## src/rtl/vga_sync_gen.sv

```systemverilog
// ============================================================================
// Module  : vga_sync_gen
// Brief   : VGA 640x480@60 timing generator with registered colour/sync/blank.
//           Optional frame counter enabled by defining VGA_FRAME_CNT_EN.
// Revision: 1.0 - initial release
// ============================================================================
`default_nettype none

module vga_sync_gen #(
  parameter int unsigned H_ACTIVE = 640,
  parameter int unsigned H_FP     = 16,
  parameter int unsigned H_SYNC   = 96,
  parameter int unsigned H_BP     = 48,
  parameter int unsigned V_ACTIVE = 480,
  parameter int unsigned V_FP     = 10,
  parameter int unsigned V_SYNC   = 2,
  parameter int unsigned V_BP     = 33,
  parameter int unsigned CLK_DIV  = 2
) (
  input  logic        CLK,
  input  logic        RESETn,
  input  logic [7:0]  mVGA_RGB,
  output logic [10:0] oCoord_X,
  output logic [10:0] oCoord_Y,
  output logic        pix_en,
  output logic        oVGA_HS,
  output logic        oVGA_VS,
  output logic        oVGA_BLANK_N,
  output logic [7:0]  oVGA_RGB,
  output logic        sof
`ifdef VGA_FRAME_CNT_EN
  ,
  output logic [15:0] frame_cnt
`endif
);

  localparam int unsigned H_TOTAL = H_ACTIVE + H_FP + H_SYNC + H_BP;
  localparam int unsigned V_TOTAL = V_ACTIVE + V_FP + V_SYNC + V_BP;
  localparam int unsigned DIV_W   = (CLK_DIV > 1) ? $clog2(CLK_DIV) : 1;

  localparam logic [10:0] c_H_LAST  = 11'(H_TOTAL - 1);
  localparam logic [10:0] c_H_ACT   = 11'(H_ACTIVE);
  localparam logic [10:0] c_HS_BEG  = 11'(H_ACTIVE + H_FP);
  localparam logic [10:0] c_HS_END  = 11'(H_ACTIVE + H_FP + H_SYNC - 1);
  localparam logic [10:0] c_V_LAST  = 11'(V_TOTAL - 1);
  localparam logic [10:0] c_V_ACT   = 11'(V_ACTIVE);
  localparam logic [10:0] c_VS_BEG  = 11'(V_ACTIVE + V_FP);
  localparam logic [10:0] c_VS_END  = 11'(V_ACTIVE + V_FP + V_SYNC - 1);
  localparam logic [DIV_W-1:0] c_DIV_LAST = DIV_W'(CLK_DIV - 1);

  logic [DIV_W-1:0] r_div;
  logic [DIV_W-1:0] w_div_nxt;
  logic             r_pix_en;
  logic [10:0]      r_h;
  logic [10:0]      r_v;
  logic             r_hs;
  logic             r_vs;
  logic             r_blank_n;
  logic [7:0]       r_rgb;
  logic             r_sof;
  logic             w_h_last;
  logic             w_v_last;
  logic             w_wrap;
  logic             w_active;
  logic             w_hs_n;
  logic             w_vs_n;

  assign w_div_nxt = (r_div == c_DIV_LAST) ? '0 : r_div + 1'b1;
  assign w_h_last  = (r_h == c_H_LAST);
  assign w_v_last  = (r_v == c_V_LAST);
  assign w_wrap    = r_pix_en && w_h_last && w_v_last;
  assign w_active  = (r_h < c_H_ACT) && (r_v < c_V_ACT);
  assign w_hs_n    = !((r_h >= c_HS_BEG) && (r_h <= c_HS_END));
  assign w_vs_n    = !((r_v >= c_VS_BEG) && (r_v <= c_VS_END));

  // pix_en is registered from the next divider value so it is high exactly
  // while r_div sits at its last count (and constantly high when CLK_DIV==1).
  always_ff @(posedge CLK or negedge RESETn) begin
    if (!RESETn) begin
      r_div    <= '0;
      r_pix_en <= 1'b0;
    end else begin
      r_div    <= w_div_nxt;
      r_pix_en <= (w_div_nxt == c_DIV_LAST);
    end
  end

  // Stage-1 outputs are computed from the pre-increment counters, so they
  // lag oCoord by exactly one pixel tick.
  always_ff @(posedge CLK or negedge RESETn) begin
    if (!RESETn) begin
      r_h       <= '0;
      r_v       <= '0;
      r_hs      <= 1'b1;
      r_vs      <= 1'b1;
      r_blank_n <= 1'b0;
      r_rgb     <= '0;
      r_sof     <= 1'b0;
    end else begin
      r_sof <= w_wrap;
      if (r_pix_en) begin
        r_h <= w_h_last ? '0 : r_h + 11'd1;
        if (w_h_last) begin
          r_v <= w_v_last ? '0 : r_v + 11'd1;
        end
        r_hs      <= w_hs_n;
        r_vs      <= w_vs_n;
        r_blank_n <= w_active;
        r_rgb     <= w_active ? mVGA_RGB : 8'h00;
      end
    end
  end

`ifdef VGA_FRAME_CNT_EN
  logic [15:0] r_frame_cnt;

  always_ff @(posedge CLK or negedge RESETn) begin
    if (!RESETn) begin
      r_frame_cnt <= '0;
    end else if (w_wrap) begin
      r_frame_cnt <= r_frame_cnt + 16'd1;
    end
  end

  assign frame_cnt = r_frame_cnt;
`endif

  assign oCoord_X     = r_h;
  assign oCoord_Y     = r_v;
  assign pix_en       = r_pix_en;
  assign oVGA_HS      = r_hs;
  assign oVGA_VS      = r_vs;
  assign oVGA_BLANK_N = r_blank_n;
  assign oVGA_RGB     = r_rgb;
  assign sof          = r_sof;

endmodule

`default_nettype wire
```

## config.mk

```make
export PLATFORM = sky130hd
export DESIGN_NAME = vga_sync_gen
export DESIGN_NICKNAME = d
export VERILOG_FILES = /design/src/rtl/vga_sync_gen.sv
export SDC_FILE = /design/constraint.sdc
export NUM_CORES = 1
export LEC_CHECK = 0
export ABC_AREA = 1
export BUFFER_PORTS_ARGS = -buffer_cell sky130_fd_sc_hd__buf_2
export CAP_MARGIN = 20
export CORE_UTILIZATION = 35
export CTS_CLUSTER_DIAMETER = 150
export DETAILED_ROUTE_END_ITERATION = 16
export SLEW_MARGIN = 20
export SYNTH_ARGS = -nofsm -noshare
export SYNTH_HDL_FRONTEND = slang
export SYNTH_SLANG_ARGS = --single-unit
```

## constraint.sdc

```tcl
create_clock -name CLK -period 3.4 [get_ports CLK]
set_clock_uncertainty 0.15 [all_clocks]
set_input_delay 0.34 -clock CLK [delete_from_list [all_inputs] [get_ports CLK]]
set_output_delay 0.34 -clock CLK [all_outputs]
set_load 0.005 [all_outputs]
```

==> results_dict.tcl <==
set metrics [dict create \
    ys_types 26 \
    std_cell_rows 26 \
    yosys.area_share.adder_pct 2.03 \
    grt_max_degree 36 \
    die_w_um 74.7 \
    die_h_um 74.7 \
    htree_levels 2 \
    nNetsFinal 298 \
    core_mm2 0.00511 \
    antenna_cells 0 \
    antenna_found_initial 0 \
    syn_nets 252 \
    ys.flop_type "dfrtp_1" \
    swShare_pct 22.6 \
    final-instance-count-excl-fill 356 \
    endpoint_kind "flip-flop" \
    clockBufferDepth 2 \
    hold_viol_final 15 \
    crit_arrival_ns 1.95 \
    ir_drop_mv 0.143 \
    grt-ovfl-total 0 \
    wl_um 4070 \
    routedWlPerCell_um 11.4 \
    io_pins 45 \
    cp-start-kind "flip-flop" \
    share_seq_of_total_power_pct 57.2 \
    track_usage_pct 16.3 \
    synth.most_common_cell "nand2_1" \
    dp_slack_ns 1.46 \
    synth_top_cell_area_share_pct 44.7 \
    clock-sinks 35 \
    post_cts_resized 0 \
    max-cap-violations 0 \
    synth-compound-area-share_pct 7.31 \
    syn_inst 239 \
    worstPathMaxFanout 13 \
    clkPwrFrac_pct 39.9 \
    fmax_ghz 0.517 \
    hold_ws_ns -0.00809 \
    drive_gt1_share_pct 21.3 \
    setup_viol 0 \
    drc 0 \
    synthArstFlopShare_pct 100 \
    setup_slack_ns 1.47 \
    clk_latency_ns 0.28 \
    worstSetupStartpoint "pix_en" \
    tns_ns 0 \
    syn_area_per_cell_um2 7.74 \
    vias 1651 \
    slew_headroom_pct 47.1 \
    grt_pass1_vias 1479 \
    cts_root_buf "clkbuf_8" \
    status "finished with violations" \
    syn_area_mm2 0.00185 \
    tightest_slew_ns 0.793 \
    grt_pass1_wl_um 6840 \
    yosysSeqAreaShare_pct 47.5 \
    synth-edff-count 0 \
    placedCellCount 348 \
    cts_hold_buffers 0 \
    dp_hpwl_um 2900 \
    ys_ff_latch 35 \
    synth_largest_area_cell "dfrtp_1" \
    tritoncts "yes" \
    min_period_over_period_pct 56.9 \
    crit_required_ns 3.42 \
    muxShareOfSynthArea_pct 0 \
    synth_warnings 0 \
    p_int_mw 0.573 \
    synth_area_leaders "dfrtp_1, nand2_1, nand3_1" \
    critical_path_class "reg -> reg" \
    finalMaxSlewViolations 0 \
    cts.clk_slew.worst_paths_ns 0.07 \
    post_cts_buffers 0 \
    synth_xor_area_share_pct 2.37 \
    dieArea_mm2 0.00558 \
    rrSetupSlack_ns 1.47 \
    cts_made_buffers 5 \
    reg2reg_from "pix_en" \
    vias_per_cell 4.64 \
    hp-class "in -> async" \
    leakage_nw 1.14 \
    violations "hold timing" \
    ant_nets 0 \
    p_switching_mw 0.168 \
    io_buffers 44 \
    drt-initial-drc-count 103 \
    start_util_pct 36.2 \
    gp_congestion 0.880 \
    area_growth_pct 19.6 \
    synthSimpleGateAreaFrac_pct 31.9 \
    netlist_top_cells_count "nand2_1, inv_1, dfrtp_1, nor2_1, nand3_1" \
    rsz0062_at_grt "no" \
    fin_crit_ns 1.93 \
    worst_r2r_path_depth 5 \
    p_total_mw 0.740 \
    pwr-share-comb_pct 2.9 \
    synth_top_family_by_area "simple AND/OR/NAND/NOR gates" \
    dr.pass1.iters 4 \
    power_density_mw_per_mm2 335 \
]
[metal layers]
layer	track usage [%]	vias to the layer above	share of wire [%]
li1	-	852	-
met2	23.8	42	44
met1	22.9	753	49
met3	4.42	4	5.3
met5	0	-	0
met4	6.71	0	1.1
[flip-flops by register name, summed over array words and instances, names as in the netlist]
name          flops
oCoord_X         11
oCoord_Y         11
oVGA_RGB          8
oVGA_BLANK_N      1
oVGA_HS           1
oVGA_VS           1
pix_en            1
sof               1
[cell type report]
| class | count | area (um2) |
|---|---|---|
| Multi-Input combinational cell | 163 | 806 |
| Timing Repair Buffer | 44 | 220 |
| Clock inverter | 2 | 12.5 |
| Fill cell | 552 | 2900 |
| Tap cell | 70 | 87.6 |
| Clock buffer | 6 | 72.6 |
| Inverter | 36 | 135 |
| Sequential cell | 35 | 878 |
[final timing paths]
| path | end |
|---|---|
| max | oCoord_Y[10] |
| min | oCoord_X[5] |
| max reg2reg | oCoord_Y[10] |
| min reg2reg | oVGA_BLANK_N |
| max in group asynchronous | oCoord_X[0] |
| min in group CLK | oVGA_RGB[2] |
[kinds of logic after synthesis]
| group | Yosys count |
|---|---|
| AOI/OAI and AO/OA | 26 |
| xor gates and xnor gates | 5 |
| adders and majority gates | 3 |
| buffers and inverters | 41 |
| DFF | 35 |
| and+or+nand+nor | 129 |
[power groups by stage]
stage,Sequential (mW),Combinational (mW),Clock (mW)
after floorplan,0.432,0.00342,0
after global placement,0.431,0.0224,0
after detailed placement,0.431,0.0227,0
after CTS,0.423,0.0227,0.313
after global routing,0.424,0.0266,0.326
final,0.423,0.0216,0.296
[worst max-delay path, cell delays in order (launching register included)]
cell and delay (ns):
dfrtp_1 0.57, nand2_1 0.14, nor2_1 0.23, nand3_1 0.40, nor3_1 0.26, nor2_1 0.07
[metrics by stage]
| step | area, um2 | utilization, % |
|---|---|---|
| floorplan | 1850 | - |
| global placement | 2130 | 41.6 |
| detailed placement | 2130 | 41.6 |
| CTS | 2210 | 43.3 |
| global route | 2210 | 43.3 |
| finish | 2210 | 43.3 |
[cell usage in the layout, fill, tap and decap left out, types with 2 or more instances in the layout]
cell type | synthesis | final
nand2_1 | 51 | 51
buf_2 | 3 | 44
inv_1 | 34 | 34
dfrtp_1 | 33 | 33
nor2_1 | 32 | 32
nand3_1 | 28 | 28
o21ai_0 | 15 | 15
o21ai_1 | 7 | 7
clkbuf_8 | 0 | 5
xor2_1 | 4 | 4
nor3_1 | 4 | 4
nand3b_1 | 3 | 3
nand4_1 | 3 | 3
ha_1 | 3 | 3
inv_2 | 2 | 2
nand2_2 | 2 | 2
nor2_4 | 2 | 2
and3_1 | 2 | 2
a21oi_1 | 2 | 2
dfstp_2 | 2 | 2
No activity file was read; power rests on OpenSTA's default activity.
